===== src/rtl/mwadd_pkg.sv =====
// Shared definitions for the sequential multi-word adder.
// Word width, FSM state encoding and the signed-overflow helper live here.
package mwadd_pkg;

    // Width of one adder slice; the wide operand is processed in chunks of this size.
    localparam int WORD_W = 32;

    typedef enum logic [1:0] {
        IDLE = 2'd0,
        ADD  = 2'd1,
        DONE = 2'd2
    } mwadd_state_t;

    // Two's complement overflow: both addends share a sign and the result sign differs.
    function automatic logic signed_overflow(
        input logic a_msb,
        input logic b_msb,
        input logic s_msb
    );
        return (a_msb == b_msb) && (s_msb != a_msb);
    endfunction

endpackage


===== src/rtl/multiword_adder_seq_addermania.sv =====
// AdderMania: 32-bit combinational adder slice with carry in/out and
// signed overflow. Purely combinational; the sequential wrapper reuses it
// once per word.
module AdderMania
    import mwadd_pkg::*;
(
    input  logic [WORD_W-1:0] a,
    input  logic [WORD_W-1:0] b,
    input  logic              cin,
    output logic [WORD_W-1:0] sum,
    output logic              cout,
    output logic              overflow
);

    logic [WORD_W:0] full_sum;

    // One-bit-wider add so the carry out falls into the top bit.
    always_comb begin
        full_sum = {1'b0, a} + {1'b0, b} + {{WORD_W{1'b0}}, cin};
    end

    assign sum      = full_sum[WORD_W-1:0];
    assign cout     = full_sum[WORD_W];
    assign overflow = signed_overflow(a[WORD_W-1], b[WORD_W-1], sum[WORD_W-1]);

endmodule


===== src/rtl/multiword_adder_seq.sv =====
// multiword_adder_seq: WORDS x 32-bit signed adder built from a single
// 32-bit AdderMania slice, stepping one word per cycle LSW first and
// chaining the carry through a register.
//
// Optional feature: define MWADD_SUB_EN to add a 'sub' input. With sub=1
// the block computes A-B (B inverted, word-0 carry forced to 1, cin ignored).
module multiword_adder_seq
    import mwadd_pkg::*;
#(
    parameter int WORDS = 2
)
(
    input  logic                    clk,
    input  logic                    rst,
    input  logic                    start,
    input  logic [WORDS*WORD_W-1:0] a,
    input  logic [WORDS*WORD_W-1:0] b,
    input  logic                    cin,
`ifdef MWADD_SUB_EN
    input  logic                    sub,
`endif
    output logic                    ready,
    output logic                    done,
    output logic [WORDS*WORD_W-1:0] sum,
    output logic                    cout,
    output logic                    overflow
);

    localparam int TOT_W = WORDS * WORD_W;
    // Wide enough to hold WORDS so the counter never wraps inside an operation.
    localparam int IDX_W = $clog2(WORDS + 1);
    // Word lookup table is padded to a power of two so idx_q indexes it fully.
    localparam int SLOTS = 1 << IDX_W;
    localparam logic [IDX_W-1:0] LAST_IDX = IDX_W'(WORDS - 1);

    // Architectural state
    mwadd_state_t     state_q;
    logic [IDX_W-1:0] idx_q;
    logic [TOT_W-1:0] a_q;
    logic [TOT_W-1:0] b_q;       // already holds the effective B (inverted for subtract)
    logic [TOT_W-1:0] sum_q;
    logic             carry_q;
    logic             cout_q;
    logic             ovf_q;
    logic             done_q;
    logic             ready_q;

    // Combinational helpers
    logic [WORD_W-1:0] a_slot [SLOTS];
    logic [WORD_W-1:0] b_slot [SLOTS];
    logic [WORD_W-1:0] add_a_d;
    logic [WORD_W-1:0] add_b_d;
    logic [WORD_W-1:0] add_sum_d;
    logic              add_cout_d;
    logic              add_ovf_unused;
    logic [TOT_W-1:0]  b_eff_d;
    logic              carry_in_d;
    logic [TOT_W-1:0]  sum_d;
    logic              last_word_d;
    logic              ovf_d;

    // Split the latched operands into word slots; unused slots read as zero.
    generate
        for (genvar gi = 0; gi < SLOTS; gi++) begin : g_slot
            if (gi < WORDS) begin : g_live
                assign a_slot[gi] = a_q[gi*WORD_W +: WORD_W];
                assign b_slot[gi] = b_q[gi*WORD_W +: WORD_W];
            end else begin : g_pad
                assign a_slot[gi] = '0;
                assign b_slot[gi] = '0;
            end
        end
    endgenerate

    assign add_a_d = a_slot[idx_q];
    assign add_b_d = b_slot[idx_q];

    // Effective B and word-0 carry as captured on an accepted start.
`ifdef MWADD_SUB_EN
    assign b_eff_d    = sub ? ~b : b;
    assign carry_in_d = sub ? 1'b1 : cin;
`else
    assign b_eff_d    = b;
    assign carry_in_d = cin;
`endif

    // The slice's own overflow only reflects a 32-bit add; the wide flag is
    // derived below from the full-width MSBs instead.
    AdderMania u_adder (
        .a        (add_a_d),
        .b        (add_b_d),
        .cin      (carry_q),
        .sum      (add_sum_d),
        .cout     (add_cout_d),
        .overflow (add_ovf_unused)
    );

    // Merge the freshly computed word into the result at position idx_q.
    always_comb begin
        sum_d = sum_q;
        for (int i = 0; i < WORDS; i++) begin
            if (idx_q == IDX_W'(i)) begin
                sum_d[i*WORD_W +: WORD_W] = add_sum_d;
            end
        end
    end

    // The top word is being produced when idx_q reaches WORDS-1, so the
    // slice output already carries the final result MSB on that cycle.
    assign last_word_d = (idx_q == LAST_IDX);
    assign ovf_d       = signed_overflow(a_q[TOT_W-1], b_q[TOT_W-1], add_sum_d[WORD_W-1]);

    // Control FSM plus datapath registers; reset wins over start.
    always_ff @(posedge clk) begin
        if (rst) begin
            state_q <= IDLE;
            idx_q   <= '0;
            a_q     <= '0;
            b_q     <= '0;
            sum_q   <= '0;
            carry_q <= 1'b0;
            cout_q  <= 1'b0;
            ovf_q   <= 1'b0;
            done_q  <= 1'b0;
            ready_q <= 1'b1;
        end else begin
            done_q <= 1'b0;
            case (state_q)
                IDLE, DONE: begin
                    if (start) begin
                        // Accept: latch operands and clear the previous result.
                        state_q <= ADD;
                        idx_q   <= '0;
                        a_q     <= a;
                        b_q     <= b_eff_d;
                        carry_q <= carry_in_d;
                        sum_q   <= '0;
                        cout_q  <= 1'b0;
                        ovf_q   <= 1'b0;
                        ready_q <= 1'b0;
                    end else begin
                        state_q <= IDLE;
                        ready_q <= 1'b1;
                    end
                end
                ADD: begin
                    // start is deliberately ignored here.
                    sum_q   <= sum_d;
                    carry_q <= add_cout_d;
                    idx_q   <= idx_q + IDX_W'(1);
                    if (last_word_d) begin
                        state_q <= DONE;
                        cout_q  <= add_cout_d;
                        ovf_q   <= ovf_d;
                        done_q  <= 1'b1;
                        ready_q <= 1'b1;
                    end
                end
                default: begin
                    state_q <= IDLE;
                    ready_q <= 1'b1;
                end
            endcase
        end
    end

    assign ready    = ready_q;
    assign done     = done_q;
    assign sum      = sum_q;
    assign cout     = cout_q;
    assign overflow = ovf_q;

endmodule


===== config.mk =====
export PLATFORM = sky130hd
export DESIGN_NAME = multiword_adder_seq
export DESIGN_NICKNAME = d
export VERILOG_FILES = /design/src/rtl/mwadd_pkg.sv /design/src/rtl/multiword_adder_seq_addermania.sv /design/src/rtl/multiword_adder_seq.sv
export SDC_FILE = /design/constraint.sdc
export NUM_CORES = 1
export LEC_CHECK = 0
export ABC_CLOCK_PERIOD_IN_PS = 9800
export CORE_AREA = 2 2 147 149
export CTS_CLUSTER_DIAMETER = 120
export DETAILED_ROUTE_END_ITERATION = 12
export DIE_AREA = 0 0 149 151
export PLACE_DENSITY = 0.72
export SLEW_MARGIN = 5
export SYNTH_ARGS = -nofsm -noshare
export SYNTH_HDL_FRONTEND = slang
export SYNTH_SLANG_ARGS = --single-unit

===== constraint.sdc =====
create_clock -name clk -period 9.8 [get_ports clk]
set_clock_uncertainty 0.1 [all_clocks]
set_input_delay 2.45 -clock clk [delete_from_list [all_inputs] [get_ports clk]]
set_output_delay 2.45 -clock clk [all_outputs]
set_load 0.005 [all_outputs]

==> summary.md <==
| Metric | Value |
|---|---|
| Run status | complete, no violations |
| Layout cells sized above 1 | 3.92% |
| Crit Path Max Fanout | 97 |
| Placed cell areas | around 12000 µm² |
| Fmax | 195 MHz |
| Clock buffer depth | 3 |
| Design Power | 0.00205 W |
| Power per cell area | roughly 170 nW/µm² |
| Final setup violation count | 0 |
| CP Class | primary input to register |
| Flop2flop setup slack | between 5 and 6 ns |
| Wirelength, routed | approximately 25000 µm |
| First-pass GRT wire length | 39600 µm |
| Worst path arrival time | approximately 5.5 ns |
| Hold_sp | sum[36] |
| Reg-to-Reg End | carry_q |
| CP cell instances | clkdlybuf4s50_1 > nor2b_4 > buf_4 > nor2_2 > nor3_1 > a21oi_1 > nor2_1 |
| DRC errors left | 0 |
| Post-cts sizing count | 0 |
| Critical Path Sink Type | register |
| R2R depth | 15 |
| Period minus WS final | 5.12 ns |
| Hold buffer count at cts | 0 |
| Chip width | 149 µm |
| CP Buf/Inv Count | 2 |
| Non-filler cells, final | ~1.7k |
| Clock power share | 40.2% |
| Clock Latency Late Sink | 0.50 ns |
| CTS tree | yes |
| Final hold violations | 0 |
| Register share of total power | 43.2% |
| Worst hold path class | register to register |
| Hold depth | 2 |
| Port Buffer Count | 199 |
| 1st-iter DRT viols | ~450 |
| Average cell area after synthesis | ~7.8 µm² |
| TNS Setup | 0 ns |
| Slew @ Worst Pin | 1.12 ns |
| Initial antenna violation count | 0 |
| Final ANT Viol Nets | 0 |
| Sw Ratio | 26.3% |
| Post-synth EDFFs | 0 |
| Placer Congestion | 0.828 |
| Post-synth ARST share | 0% |
| Crit-path leading delay family | simple AND/OR/NAND/NOR gates |
| Hpwl dp | 17700 µm |
| Total net switching power | 0.000539 W |
| Peak VDD IR | 0.000135 V |
| Count of boundary I/O pins | 200 |
| Synthesized area | 9440 µm² |
| Clock-pin slew on the worst setup and hold paths | 0.06 ns |
| Mapped Cells | 1214 |
| Layout net count | 1530 |
| Site row count | 53 |
| Via/cell ratio | 5.21 |
| Core area | between 20000 and 25000 µm² |
| Yosys warns | 0 |
| Max cap viols | 0 |
| LEAKAGE | 4.79 nW |
| H-Tree Depth | 1 |
| CTS Buf Count | 22 |
| Sequential share of the synthesized area | approximately 43% |
| Data required, critical path | 10.13 ns |
| Synth cell types | 48 |
| R2r startpoint | idx_q[0] |
| Drt pass-1 iters | 5 |
| Vias in the first global route | 7962 |
| Pins Over Slew Limit | 0 |
| Cells after DPL | roughly 1.6k |
| ANT cells | 0 |
| Initial Util | 45.4% |
| Synthesized Nets | 1381 |
| Die Ht | 151 µm |
| CP Launch Type | primary input |
| Worst path max stage delay | ~0.80 ns |
| Postcts setup bufs | 0 |
| Die area | approximately 22000 µm² |
| Synth Flop Type | dfxtp_1 |
| Gr ovfl total | 0 |
| Internal power | 0.00151 W |
| Comb pwr share | ~17% |
| Clock sinks | 201 |
| Max-slew headroom | 25.0% |
| Layout area overhead | 29.9% |
| Pin count of the biggest net entering global routing | about 110 |
| Wire length per cell | 15.0 µm |
| Total GRT Usage | 21.6% |
| Final period utilization | a little over half |
| Min-Delay Endpoint | sum[36] |
| RSZ-0062 raised after global routing | false |
| CTS root buf | clkbuf_16 |
| Crit-path slowest cell | buf_4 |
| Vias | between 8k and 9k |
| Finished Cell Area | roughly 12000 µm² |
| Post-synthesis register bit count | 201 |
-- kinds of logic after synthesis --
family	Yosys count	share of synthesized area [%]
muxes	65	6.89
and+or+nand+nor	504	21.6
adders and majority gates	35	4.80
AOI/OAI and AO/OA	292	18.2
buffers and inverters	92	3.66
DFF	201	42.6
xor gates and xnor gates	25	2.32
-- layout by cell type (no fill, tap or decap), types with 4 or more instances in the layout --
cell type | Yosys | layout
a21o_1 | 17 | 17
a21oi_1 | 194 | 194
a22o_1 | 13 | 13
a22oi_1 | 12 | 12
a31oi_1 | 4 | 4
a32o_1 | 4 | 4
and2_1 | 4 | 4
buf_4 | 0 | 7
clkbuf_1 | 69 | 6
clkbuf_16 | 0 | 23
clkdlybuf4s50_1 | 0 | 198
clkinv_2 | 0 | 4
dfxtp_1 | 201 | 199
ha_1 | 33 | 33
inv_1 | 11 | 11
mux2i_1 | 65 | 65
nand2_1 | 321 | 321
nand2b_1 | 6 | 5
nand3_1 | 23 | 23
nand4_1 | 4 | 4
nor2_1 | 113 | 112
nor2b_1 | 9 | 8
nor3_1 | 12 | 12
o21a_1 | 5 | 5
o21ai_0 | 17 | 17
or2_2 | 4 | 4
xnor2_1 | 16 | 16
xor2_1 | 9 | 9
-- sequential cells by signal (all words and copies together), names as in the netlist --
name	count
b_q	64
done	1
cout	1
overflow	1
sum	64
state_q	2
idx_q	2
a_q	64
carry_q	1
ready	1
-- through the flow --
stage,util [%],hold WS [ns],setup WS [ns]
3_5_place_dp,55.4,0.346,4.14
2_1_floorplan,-,0.336,6.01
4_1_cts,58.9,0.354,4.63
3_3_place_gp,55.4,0.340,4.15
6_report,58.9,0.351,4.68
5_1_grt,58.9,0.366,4.40
-- layer usage --
layer,up-vias,part of all wire [%],track usage (%)
met4,0,1.9,4.90
li1,4389,-,-
met3,33,5.8,3.19
met1,3939,51,32.5
met2,244,42,32.4
met5,-,0,0
-- worst register-to-register path, stage by stage, from the launching register on --
cell,delay [ns]
dfxtp_4,0.58
buf_4,0.75
mux2i_1,0.41
nor2_1,0.12
fa_1,0.43
inv_1,0.09
fa_1,0.23
nor2b_4,0.06
o31a_1,0.29
o31a_1,0.35
o21ai_4,0.24
o211ai_4,0.14
a21o_1,0.23
a21o_1,0.17
a21oi_1,0.26
o22ai_1,0.13
-- layout make-up --
class,count,area (µm²)
clock inverters,7,86.3
fillers,1933,8550
inverters,12,45.0
flip-flops and latches,201,4030
multi-input cells,921,5090
well taps,275,344
clock buffers,32,639
repair buffers,205,2030
-- Yosys cell counts (5+ instances only) --
cell type	number	share of area (%)
nor2_1	113	4.5
a22o_1	13	1.2
nor2b_1	9	0.60
nand3_1	23	1.2
xor2_1	9	0.83
a21o_1	17	1.4
nand2_1	321	13
mux2i_1	65	6.9
nor3_1	12	0.64
dfxtp_1	201	43
o21ai_0	17	0.90
a22oi_1	12	0.95
o21a_1	5	0.40
buf_1	11	0.44
nand2b_1	6	0.40
clkbuf_1	69	2.7
a21oi_1	194	10
inv_1	11	0.44
ha_1	33	4.4
xnor2_1	16	1.5
-- power groups by stage --
| stage | clock network [W] | registers [W] | logic, W |
|---|---|---|---|
| floorplan | 0 | 0.000895 | 0.000215 |
| global placement | 0 | 0.000903 | 0.000337 |
| detailed placement | 0 | 0.000905 | 0.000340 |
| CTS | 0.000845 | 0.000887 | 0.000342 |
| global route | 0.000875 | 0.000892 | 0.000376 |
| finish | 0.000825 | 0.000887 | 0.000341 |
-- worst max-delay path by stage --
stage	cells past startpoint	to	start	slack (ns)
after floorplan	6	sum[54]	rst	6.01
after global placement	5	sum[19]	start	4.15
after detailed placement	5	sum[26]	start	4.14
after CTS	7	sum[21]	start	4.63
after global routing	7	sum[21]	start	4.40
final	7	sum[21]	start	4.68
Power figures use the tool's default switching activity.
